[src/rtl/loss_gradient_stage.sv]
// loss_gradient_stage: per-unit error gradients, training strobe and batch squared-error loss.
// Define LOSS_MEAN_EN to report the batch mean instead of the raw sum (batch_size must be a power of two).
module loss_gradient_stage #(
  parameter int output_units = 2,
  parameter int batch_size = 4,
  parameter int sfp_w = 16,
  parameter int sfp_frac = 8
) (
  input  logic                                clk,
  input  logic                                rst,
  input  logic                                in_valid,
  output logic                                in_ready,
  input  logic [output_units-1:0][sfp_w-1:0]  predictions,
  input  logic [output_units-1:0][sfp_w-1:0]  targets,
  input  logic                                train_en,
  output logic [output_units-1:0][sfp_w-1:0]  error_gradient,
  output logic                                grad_valid,
  output logic                                training,
  output logic [sfp_w-1:0]                    loss,
  output logic                                loss_valid,
  output logic [$clog2(batch_size):0]         sample_count
);
  localparam int CW = $clog2(batch_size) + 1;
  localparam int KW = output_units > 1 ? $clog2(output_units) : 1;
  typedef logic signed [sfp_w-1:0] sfp_t;
  typedef enum logic [1:0] {IDLE, ACCUM, UPDATE, REPORT} state_t;
  // Saturating signed fixed point, sfp_frac fractional bits.
  function automatic sfp_t sfp_sat(input logic signed [2*sfp_w-1:0] v);
    logic signed [2*sfp_w-1:0] mx, mn;
    mx = {{(sfp_w+1){1'b0}}, {(sfp_w-1){1'b1}}};
    mn = ~mx;
    return (v > mx) ? mx[sfp_w-1:0] : (v < mn) ? mn[sfp_w-1:0] : v[sfp_w-1:0];
  endfunction
  function automatic sfp_t sfp_add(input sfp_t a, input sfp_t b);
    logic signed [2*sfp_w-1:0] s;
    s = {{sfp_w{a[sfp_w-1]}}, a} + {{sfp_w{b[sfp_w-1]}}, b};
    return sfp_sat(s);
  endfunction
  function automatic sfp_t sfp_sub(input sfp_t a, input sfp_t b);
    logic signed [2*sfp_w-1:0] s;
    s = {{sfp_w{a[sfp_w-1]}}, a} - {{sfp_w{b[sfp_w-1]}}, b};
    return sfp_sat(s);
  endfunction
  function automatic sfp_t sfp_mul(input sfp_t a, input sfp_t b);
    logic signed [2*sfp_w-1:0] p;
    p = a * b;
    return sfp_sat(p >>> sfp_frac);
  endfunction
`ifdef LOSS_MEAN_EN
  if ((batch_size & (batch_size - 1)) != 0) begin : g_bad_batch
    $error("loss_gradient_stage: batch_size must be a power of two with LOSS_MEAN_EN");
  end
`endif
  state_t state_q;
  logic [KW-1:0] k_q;
  logic [output_units-1:0][sfp_w-1:0] pred_q, tgt_q, grad_q;
  logic te_q, gv_q, tr_q, lv_q;
  sfp_t acc_q, loss_q, diff_d, acc_d, loss_d;
  logic [CW-1:0] cnt_q;
  always_comb begin
    diff_d = sfp_sub(pred_q[k_q], tgt_q[k_q]);
    acc_d = sfp_add(acc_q, sfp_mul(diff_d, diff_d));
`ifdef LOSS_MEAN_EN
    loss_d = acc_q >>> $clog2(batch_size);
`else
    loss_d = acc_q;
`endif
  end
  // Strobes are set on entry to UPDATE/REPORT so they are high during those states.
  always_ff @(posedge clk) begin
    if (rst) begin
      state_q <= IDLE;
      k_q <= '0;
      pred_q <= '0;
      tgt_q <= '0;
      te_q <= 1'b0;
      grad_q <= '0;
      acc_q <= '0;
      loss_q <= '0;
      cnt_q <= '0;
      gv_q <= 1'b0;
      tr_q <= 1'b0;
      lv_q <= 1'b0;
    end else begin
      gv_q <= 1'b0;
      tr_q <= 1'b0;
      lv_q <= 1'b0;
      case (state_q)
        IDLE: if (in_valid) begin
          pred_q <= predictions;
          tgt_q <= targets;
          te_q <= train_en;
          k_q <= '0;
          state_q <= ACCUM;
        end
        ACCUM: begin
          grad_q[k_q] <= diff_d;
          acc_q <= acc_d;
          if (k_q == KW'(output_units - 1)) begin
            state_q <= UPDATE;
            gv_q <= 1'b1;
            tr_q <= te_q;
            cnt_q <= cnt_q + 1'b1;
          end else k_q <= k_q + 1'b1;
        end
        UPDATE: if (cnt_q == CW'(batch_size)) begin
          state_q <= REPORT;
          loss_q <= loss_d;
          lv_q <= 1'b1;
        end else state_q <= IDLE;
        REPORT: begin
          acc_q <= '0;
          cnt_q <= '0;
          state_q <= IDLE;
        end
      endcase
    end
  end
  assign in_ready = state_q == IDLE;
  assign error_gradient = grad_q;
  assign grad_valid = gv_q;
  assign training = tr_q;
  assign loss = loss_q;
  assign loss_valid = lv_q;
  assign sample_count = cnt_q;
endmodule

[config.mk]
export PLATFORM = sky130hd
export DESIGN_NAME = loss_gradient_stage
export DESIGN_NICKNAME = d
export VERILOG_FILES = /design/src/rtl/loss_gradient_stage.sv
export SDC_FILE = /design/constraint.sdc
export NUM_CORES = 1
export LEC_CHECK = 0
export CAP_MARGIN = 20
export CELL_PAD_IN_SITES_DETAIL_PLACEMENT = 0
export CELL_PAD_IN_SITES_GLOBAL_PLACEMENT = 1
export CORE_ASPECT_RATIO = 0.75
export CORE_UTILIZATION = 46
export DETAILED_ROUTE_END_ITERATION = 8
export GPL_TIMING_DRIVEN = 0
export PLACE_DENSITY = 0.79
export SETUP_SLACK_MARGIN = 0.3
export SLEW_MARGIN = 20
export SYNTH_ARGS = -nofsm -noshare
export SYNTH_HDL_FRONTEND = slang
export SYNTH_SLANG_ARGS = --single-unit
[constraint.sdc]
create_clock -name clk -period 18.3 [get_ports clk]
set_input_delay 1.83 -clock clk [delete_from_list [all_inputs] [get_ports clk]]
set_output_delay 1.83 -clock clk [all_outputs]
set_load 0.02 [all_outputs]
==> qor.yml, run 1 <==
setup_path:
  worstPathMaxFanout: 10
  worstSetupPathType: "register to register"
  critPathTopFamily: "compound AO/OA/AOI/OAI gates"
  cpMaxStageDelayCell: "nor2_1"
  cp.required_ns: 18.64
  endpoint_kind: "register"
  critical-path-max-stage-delay_ns: 0.65
  cp.buffers_inverters: 10
  crit_top_cell: "fa_1"
  start_kind: "register"
  arrival_ns: 16.98
drt:
  first_iter_violations: 950
  vias_per_cell: 5.37
  wl_per_cell_um: 19.1
  vias: 13744
  dr.pass1.iters: 5
  drt-total-wl_mm: 48.7
  drc: 0
  postRouteAntennaNets: 0
sta:
  slew_headroom_pct: 32.1
  fin_hold_ws_ns: 0.454
  tightestPinTransition_ns: 1.02
  layout_setup_ws_ns: 1.66
  fmaxAchievable_mhz: 60.1
  slew_violations: 0
  setup_violations: 0
  rsz0062_at_grt: "no"
  fin_crit_sh_pct: 90.9
  finalCriticalPeriod_ns: 16.64
  setup_tns_ns: 0
  final-hold-violation-count: 0
  fin_worst_skew_ns: 0.0210
clock_network:
  clk_pin_slew_ns: 0.07
  postCtsSetupBuffers: 0
  clk_latency_ns: 0.46
  cts_sinks: 138
  clock-root-buffer: "clkbuf_16"
  cts_max_path_buffers: 2
  cts_tree: "yes"
  h-tree-depth: 4
  cts_made_buffers: 17
  hold_buffers: 0
yosys:
  synth.distinct_cells: 75
  synth_edf_count: 0
  synth-seq-area-share_pct: 17.1
  yosysWarnings: 0
  syn_inst: 1947
  synth_seq_cells: 138
  synth_ff_type: "dfxtp_1"
  synth_nets: 2368
  async_flop_share_pct: 0
  avgSynthCellArea_um2: 8.32
  syn_area_um2: 16200
final_layout:
  antenna_cells: 0
  drive_gt1_share_pct: 4.90
  nNetsFinal: 2510
  area_growth_syn_to_layout_pct: 15.0
outcome:
  status: "completed"
placed_design:
  dp_hpwl_mm: 41.5
  port_buffers: 122
  dp_slack_ns: 0.818
  gp_congestion: 0.970
grt:
  grt_max_degree: 19
  grt_usage_pct: 28.9
  grt_pass1_vias: 13673
  grt_first_pass_wirelength_mm: 77.5
  antenna_found_initial: 0
  grt_overflow: 0
floorplan:
  core-area_um2: 34700
  rows: 59
  die_y_um: 165
  fp.dieW_um: 219
  die_area_um2: 36000
  pin_count: 123
  initial_core_util_pct: 46.7
min_path:
  hold_path.class: "register to register"
flow_run:
  cap_viol_max_count: 0
-- Yosys cell counts (14+ instances only) --
cell,n,area (µm²)
nand3_1,23,115
xnor2_1,45,394
xor2_1,17,149
nand2b_1,14,87.6
clkbuf_1,66,248
a21o_1,28,210
o21ai_0,40,200
mux2_2,17,191
dfxtp_1,138,2760
inv_1,354,1330
mux2i_1,18,180
fa_1,235,4700
nor2_1,115,432
nor3_1,15,75.1
nand2_1,334,1250
a21oi_1,176,881
ha_1,118,1480
-- area by class of cell --
type	count	area [µm²]
clock buffer	17	425
sequential	138	2760
buffer	74	297
tap	457	572
clock inverter	15	184
inverter	361	1360
timing repair buffer	123	1230
fill	3388	16100
multi-input combinational	1374	11800
-- timing repair --
item,4_1_cts,5_1_grt
endpoints found under the hold margin,0,0
setup endpoints to repair,0,15
gates resized for setup,0,9
-- routing by layer --
metal  vias to the layer above  track usage (%)  routed length, µm
li1                       6480                -                  -
met1                      6741             42.4              23100
met2                       458             41.3              20100
met3                        61             7.92               4440
met4                         4             7.26                877
met5                         -             2.50                226
-- sequential cells by signal (all words and copies together) (netlist names), 2 cells and up --
signal and cells:
error_gradient 32, pred_q 32, sample_count 3, acc_q 16, state_q 2, loss 16, tgt_q 32
-- worst register-to-register path: cells and delay by family (launching register included) --
| family | cells | cell delay (ns) |
|---|---|---|
| compound gates | 26 | 5.81 |
| fa+ha+maj | 10 | 3.89 |
| simple gates | 8 | 2.80 |
| buf+inv | 10 | 2.74 |
| xor+xnor | 1 | 0.46 |
| flops | 1 | 0.44 |
| mux | 1 | 0.40 |
-- cell families after synthesis --
kind of cell	count (synthesis)	synth area share (%)
simple gates	568	15.0
buf+inv	435	10.2
xor+xnor	62	3.35
compound gates	356	14.0
flops	138	17.1
mux	35	2.29
fa+ha+maj	353	38.2
-- placed cells by master, fill, tap and decap left out, types with 10 or more instances in the layout --
master | Yosys | layout
mux2i_1 | 18 | 18
a211oi_1 | 13 | 13
nor3_1 | 15 | 15
a21o_1 | 28 | 28
mux2_2 | 17 | 17
clkbuf_1 | 66 | 64
xor2_1 | 17 | 17
a21oi_1 | 176 | 175
fa_1 | 235 | 235
inv_1 | 354 | 354
nor2_1 | 115 | 114
o21ai_2 | 10 | 10
clkbuf_16 | 0 | 17
o21ai_0 | 40 | 39
dfxtp_1 | 138 | 138
clkdlybuf4s50_1 | 0 | 122
and2_1 | 11 | 11
ha_1 | 118 | 118
xnor2_1 | 45 | 44
nand2_1 | 334 | 334
nand2b_1 | 14 | 14
nand3_1 | 23 | 23
-- path summary, 6_finish.rpt --
kind              depth (start not counted)  startpoint  slack (ns)  endpoint
setup / recovery                         56         k_q        1.66  acc_q[2]
hold / removal                            2     loss[5]        0.45   loss[5]
setup reg to reg                         56         k_q        1.66  acc_q[2]
hold reg to reg                           2     loss[5]        0.45   loss[5]
-- per-stage QoR --
step,std cells,cell area (µm²),utilization (%)
floorplan,1947,16200,-
global placement,2526,18000,51.9
detailed placement,2526,18000,51.9
CTS,2558,18600,53.6
global route,2559,18600,53.7
finish,2559,18600,53.7
Power of run 1 is left out: the tool's default activity adds up to more than one toggle a clock period on the data nets, which glitch-free logic cannot reach.
==> inputs of run 2 (changes only) <==
Settings changed: CAP_MARGIN 20 to 15.
==> run 2 against run 1 <==
Effect of this change:
- worst setup slack worse by 0.0077 ns
- via count down 0.87%
- critical path depth stayed put
- cell count about the same
- cell area hardly changed
- first-iteration DRC count is 0.95% lower
- non-clock buffer count fell by 1
- critical endpoint unchanged
- highest routed layer unchanged
==> qor.yml, run 2 (same netlist as run 1, synthesis figures left out) <==
outcome:
  status: "completed"  # unchanged
final_layout:
  final_common_cell: "inv_1"  # unchanged
  nNetsFinal: 2509  # was 2510
  n_fill_cell: 3385  # was 3388
  layout_common_cells: "354 x inv_1, 334 x nand2_1, 235 x fa_1, 175 x a21oi_1, 138 x dfxtp_1"  # unchanged
  antenna_cells: 0  # unchanged
  drive_gt1_share_pct: 4.85  # was 4.90%
  fin_cells: 2558  # was 2559
  area_growth_syn_to_layout_pct: 15.0  # about the same
grt:
  grt_usage_pct: 28.9  # unchanged
  grt_max_degree: 19  # unchanged
  antenna_found_initial: 0  # unchanged
  grt_overflow: 0  # unchanged
  grt_pass1_vias: 13673  # unchanged
  grt_first_pass_wirelength_mm: 77.5  # unchanged
floorplan:
  fp.dieW_um: 219  # unchanged
  die_y_um: 165  # unchanged
  core-area_um2: 34700  # unchanged
  initial_core_util_pct: 46.7  # unchanged
  die_area_um2: 36000  # unchanged
  rows: 59  # unchanged
  pin_count: 123  # unchanged
setup_path:
  path_depth: 56  # unchanged
  worstReg2RegStart: "k_q"  # unchanged
  endpoint_kind: "register"  # unchanged
  rrSetupSlack_ns: 1.65  # was 1.66 ns
  crit_end: "acc_q[2]"  # unchanged
  start_kind: "register"  # unchanged
  crit_top_cell: "fa_1"  # unchanged
  cpMaxStageDelayCell: "nor2_1"  # unchanged
  worstSetupPathType: "register to register"  # unchanged
  cp.required_ns: 18.65  # was 18.64 ns
  r2r_end: "acc_q[2]"  # unchanged
  crit_path_start: "k_q"  # unchanged
  arrival_ns: 17.00  # was 16.98 ns
  cp.buffers_inverters: 10  # unchanged
  critical-path-max-stage-delay_ns: 0.65  # about the same
  r2r_cells: 56  # unchanged
  worstPathMaxFanout: 10  # unchanged
  critPathTopFamily: "compound AO/OA/AOI/OAI gates"  # unchanged
drt:
  first_iter_violations: 941  # was 950
  vias_per_cell: 5.33  # was 5.37
  postRouteAntennaNets: 0  # unchanged
  dr_wl_met2_mm: 20.1  # about the same
  wl_per_cell_um: 19.1  # about the same
  drt-total-wl_mm: 48.8  # was 48.7 mm
  drc: 0  # unchanged
  wl_met1_mm: 23.2  # was 23.1 mm
  wl_met3_mm: 4.44  # about the same
  dr.pass1.iters: 6  # was 5
  top_layer_used: "met5"  # unchanged
  vias: 13624  # was 13744
clock_network:
  cts_max_path_buffers: 2  # unchanged
  cts_sinks: 138  # unchanged
  postCtsSetupBuffers: 0  # unchanged
  clock-root-buffer: "clkbuf_16"  # unchanged
  hold_buffers: 0  # unchanged
  clk_pin_slew_ns: 0.07  # about the same
  ctsResizeCount: 0  # unchanged
  clk_latency_ns: 0.46  # about the same
  cts_made_buffers: 17  # unchanged
  h-tree-depth: 4  # unchanged
  cts_tree: "yes"  # unchanged
sta:
  tightestPinTransition_ns: 1.25  # was 1.02 ns
  finalCriticalPeriod_ns: 16.65  # was 16.64 ns
  fin_hold_ws_ns: 0.454  # about the same
  setup_tns_ns: 0  # unchanged
  fin_worst_skew_ns: 0.0158  # was 0.0210 ns
  slew_violations: 0  # unchanged
  fin_crit_sh_pct: 91.0  # was 90.9%
  slew_headroom_pct: 16.4  # was 32.1%
  rsz0062_at_grt: "no"  # unchanged
  setup_violations: 0  # unchanged
  fmaxAchievable_mhz: 60.1  # about the same
  final-hold-violation-count: 0  # unchanged
placed_design:
  dp_hpwl_mm: 41.5  # unchanged
  gp_congestion: 0.970  # unchanged
  port_buffers: 122  # unchanged
  numPlacedInstances: 2526  # unchanged
flow_run:
  cap_viol_max_count: 0  # unchanged
min_path:
  hold_path.class: "register to register"  # unchanged
[run 2: worst min path at each step]
stage / slack [ns] / to / from / cells past startpoint
3_3_place_gp: 0.44 / tgt_q[21] / tgt_q[21] / 2
6_report: 0.45 / loss[10] / loss[10] / 2
2_1_floorplan: 0.43 / training / te_q / 1
4_1_cts: 0.46 / loss[3] / loss[3] / 2
5_1_grt: 0.47 / loss[11] / loss[11] / 2
3_5_place_dp: 0.45 / loss[3] / loss[3] / 2
[run 2: worst register-to-register path, delay by kind of cell, from the launching register on]
kind,cells,cell delay (ns)
xor gates and xnor gates,1,0.46
and+or+nand+nor,8,2.75
DFF,1,0.44
AOI/OAI and AO/OA,26,5.91
muxes,1,0.40
adders and majority gates,10,3.90
buffers and inverters,10,2.71
[run 2: final cells by class]
type / instances / area, µm² / area share [%]
Buffer: 74 / 297 / 1.59
Clock buffer: 17 / 425 / 2.28
Clock inverter: 15 / 184 / 0.987
Inverter: 361 / 1360 / 7.27
Multi-Input combinational cell: 1374 / 11800 / 63.4
Sequential cell: 138 / 2760 / 14.8
Tap cell: 457 / 572 / 3.07
Timing Repair Buffer: 122 / 1220 / 6.56
[run 2: routing by layer]
layer,global-route usage [%],vias up
li1,-,6476
met1,42.4,6642
met2,41.3,438
met3,7.92,64
met4,7.26,4
met5,2.50,-
[run 2: through the flow]
step           setup slack, ns  utilization (%)  area [µm²]
6_report                  1.65             53.7       18600
4_1_cts                  0.752             53.6       18600
5_1_grt                  0.386             53.7       18600
3_5_place_dp             0.818             51.9       18000
2_1_floorplan             5.20                -       16200
3_3_place_gp             0.681             51.9       18000
Power of run 2 is left out for the same reason.
==> inputs of run 3 (changes only) <==
Settings changed: CORE_UTILIZATION 46 to 50, PLACE_DENSITY 0.79 to 0.86, RECOVER_POWER set to 100.
Clock period 18.3 ns to 19.85 ns, I/O delays scaled along.
==> run 3 against run 2 <==
Effect of this change:
- die area down 7.9%
- wire length fell by 2.1%
- cell area is 0.67% lower
- cell count down 0.90%
- sequential cell count did not move
- via count grew 0.34%
- worst hold slack worse by 0.0058 ns
- non-clock buffer count did not move
- largest cell class unchanged
==> qor.yml, run 3 (same netlist as run 1, synthesis figures left out) <==
setup_path:
  rrSetupSlack_ns: 1.76  # was 1.65 ns
  start_kind: "register"  # unchanged
  crit_path_start: "k_q"  # unchanged
  critical-path-max-stage-delay_ns: 1.14  # was 0.65 ns
  endpoint_kind: "register"  # unchanged
  cpMaxStageDelayCell: "a21boi_0"  # was nor2_1
  worstSetupPathType: "register to register"  # unchanged
  worstReg2RegStart: "k_q"  # unchanged
  cp.required_ns: 20.22  # was 18.65 ns
  arrival_ns: 18.46  # was 17.00 ns
  worstPathMaxFanout: 10  # unchanged
  crit_top_cell: "fa_1"  # unchanged
placed_design:
  port_buffers: 122  # unchanged
  numPlacedInstances: 2504  # was 2526
  dp_slack_ns: 2.68  # was 0.818 ns
  gp_congestion: 0.972  # was 0.970
  dp_hpwl_mm: 40.3  # was 41.5 mm
final_layout:
  antenna_cells: 0  # unchanged
  fin_cells: 2535  # was 2558
  nNetsFinal: 2509  # unchanged
  final_common_cell: "inv_1"  # unchanged
  layout_common_cells: "355 x inv_1, 334 x nand2_1, 235 x fa_1, 176 x a21oi_1, 138 x dfxtp_1"  # was 354 x inv_1, 334 x nand2_1, 235 x fa_1, 175 x a21oi_1, 138 x dfxtp_1
  drive_gt1_share_pct: 4.33  # was 4.85%
  area_growth_syn_to_layout_pct: 14.2  # was 15.0%
grt:
  grt_first_pass_wirelength_mm: 76.1  # was 77.5 mm
  grt_max_degree: 17  # was 19
  grt_usage_pct: 30.6  # was 28.9%
  grt_pass1_vias: 13649  # was 13673
  grt_overflow: 0  # unchanged
  antenna_found_initial: 0  # unchanged
clock_network:
  clock-root-buffer: "clkbuf_16"  # unchanged
  ctsResizeCount: 0  # unchanged
  h-tree-depth: 4  # unchanged
  clk_latency_ns: 0.44  # was 0.46 ns
  cts_made_buffers: 17  # unchanged
  cts_sinks: 138  # unchanged
  cts_tree: "yes"  # unchanged
  cts_max_path_buffers: 2  # unchanged
  hold_buffers: 0  # unchanged
  clk_pin_slew_ns: 0.07  # about the same
  postCtsSetupBuffers: 0  # unchanged
floorplan:
  fp.dieW_um: 210  # was 219 µm
  core-area_um2: 31600  # was 34700 µm²
  pin_count: 123  # unchanged
  initial_core_util_pct: 51.3  # was 46.7%
  rows: 56  # was 59
  die_y_um: 158  # was 165 µm
  die_area_um2: 33100  # was 36000 µm²
flow_run:
  cap_viol_max_count: 0  # unchanged
drt:
  drc: 0  # unchanged
  first_iter_violations: 1028  # was 941
  vias_per_cell: 5.39  # was 5.33
  drt-total-wl_mm: 47.8  # was 48.8 mm
  vias: 13670  # was 13624
  postRouteAntennaNets: 0  # unchanged
  wl_per_cell_um: 18.8  # was 19.1 µm
  dr.pass1.iters: 6  # unchanged
sta:
  setup_violations: 0  # unchanged
  setup_tns_ns: 0  # unchanged
  fin_crit_sh_pct: 91.1  # was 91.0%
  fmaxAchievable_mhz: 55.3  # was 60.1 MHz
  slew_headroom_pct: 5.94  # was 16.4%
  layout_setup_ws_ns: 1.76  # was 1.65 ns
  tightestPinTransition_ns: 1.40  # was 1.25 ns
  final-hold-violation-count: 0  # unchanged
  fin_worst_skew_ns: 0.0174  # was 0.0158 ns
  slew_violations: 0  # unchanged
  rsz0062_at_grt: "no"  # unchanged
  finalCriticalPeriod_ns: 18.09  # was 16.65 ns
min_path:
  holdCritStartpoint: "pred_q[23]"  # was loss[10]
  hold_path.class: "register to register"  # unchanged
outcome:
  status: "completed"  # unchanged
[run 3: cell count changes in the layout (fill, tap and decap cells not counted), sizes merged]
cell,change
bufinv,+1
dlygate4sd3,+57
clkinv,+1
clkbuf,+4
clkinvlp,+1
buf,-4
inv,-4
clkdlybuf4s50,-57
[run 3: metrics by stage]
| step | utilization, % | hold slack [ns] | cell area [µm²] |
|---|---|---|---|
| after global routing | 58.6 | 0.470 | 18500 |
| after detailed placement | 56.9 | 0.443 | 18000 |
| final | 58.6 | 0.448 | 18500 |
| after global placement | 56.9 | 0.441 | 18000 |
| after CTS | 58.6 | 0.450 | 18500 |
| after floorplan | - | 0.430 | 16200 |
[run 3: final cells by class]
type | instances | area [µm²]
buffer | 74 | 294
clock buffer | 17 | 425
clock inverter | 14 | 134
fill | 2918 | 13100
inverter | 361 | 1360
multi-input combinational | 1374 | 11800
sequential | 138 | 2760
tap | 435 | 544
timing repair buffer | 122 | 1220
[run 3: worst max-delay path: cells and delay by family (launching register included)]
family	cells	cell delay (ns)
adder cells (fa/ha/maj)	9	4.36
multiplexers	1	0.42
AO/OA/AOI/OAI	19	6.17
XOR/XNOR	1	0.71
AND/OR/NAND/NOR	11	2.70
buffers and inverters	9	3.18
flip-flops	1	0.45
[run 3: layer usage]
| layer | vias to the layer above | wire length, µm | track usage, % |
|---|---|---|---|
| li1 | 6468 | - | - |
| met1 | 6681 | 23000 | 45.6 |
| met2 | 467 | 20000 | 45.7 |
| met3 | 54 | 3950 | 5.75 |
| met4 | 0 | 801 | 7.06 |
| met5 | - | 0 | 0 |
[run 3: final timing paths]
| check | cells after the start | end |
|---|---|---|
| worst min-delay path | 2 | pred_q[23] |
| worst max-delay path | 50 | acc_q[1] |
| worst min register to register | 2 | pred_q[23] |
| worst max register to register | 50 | acc_q[1] |
Power of run 3 is left out for the same reason.
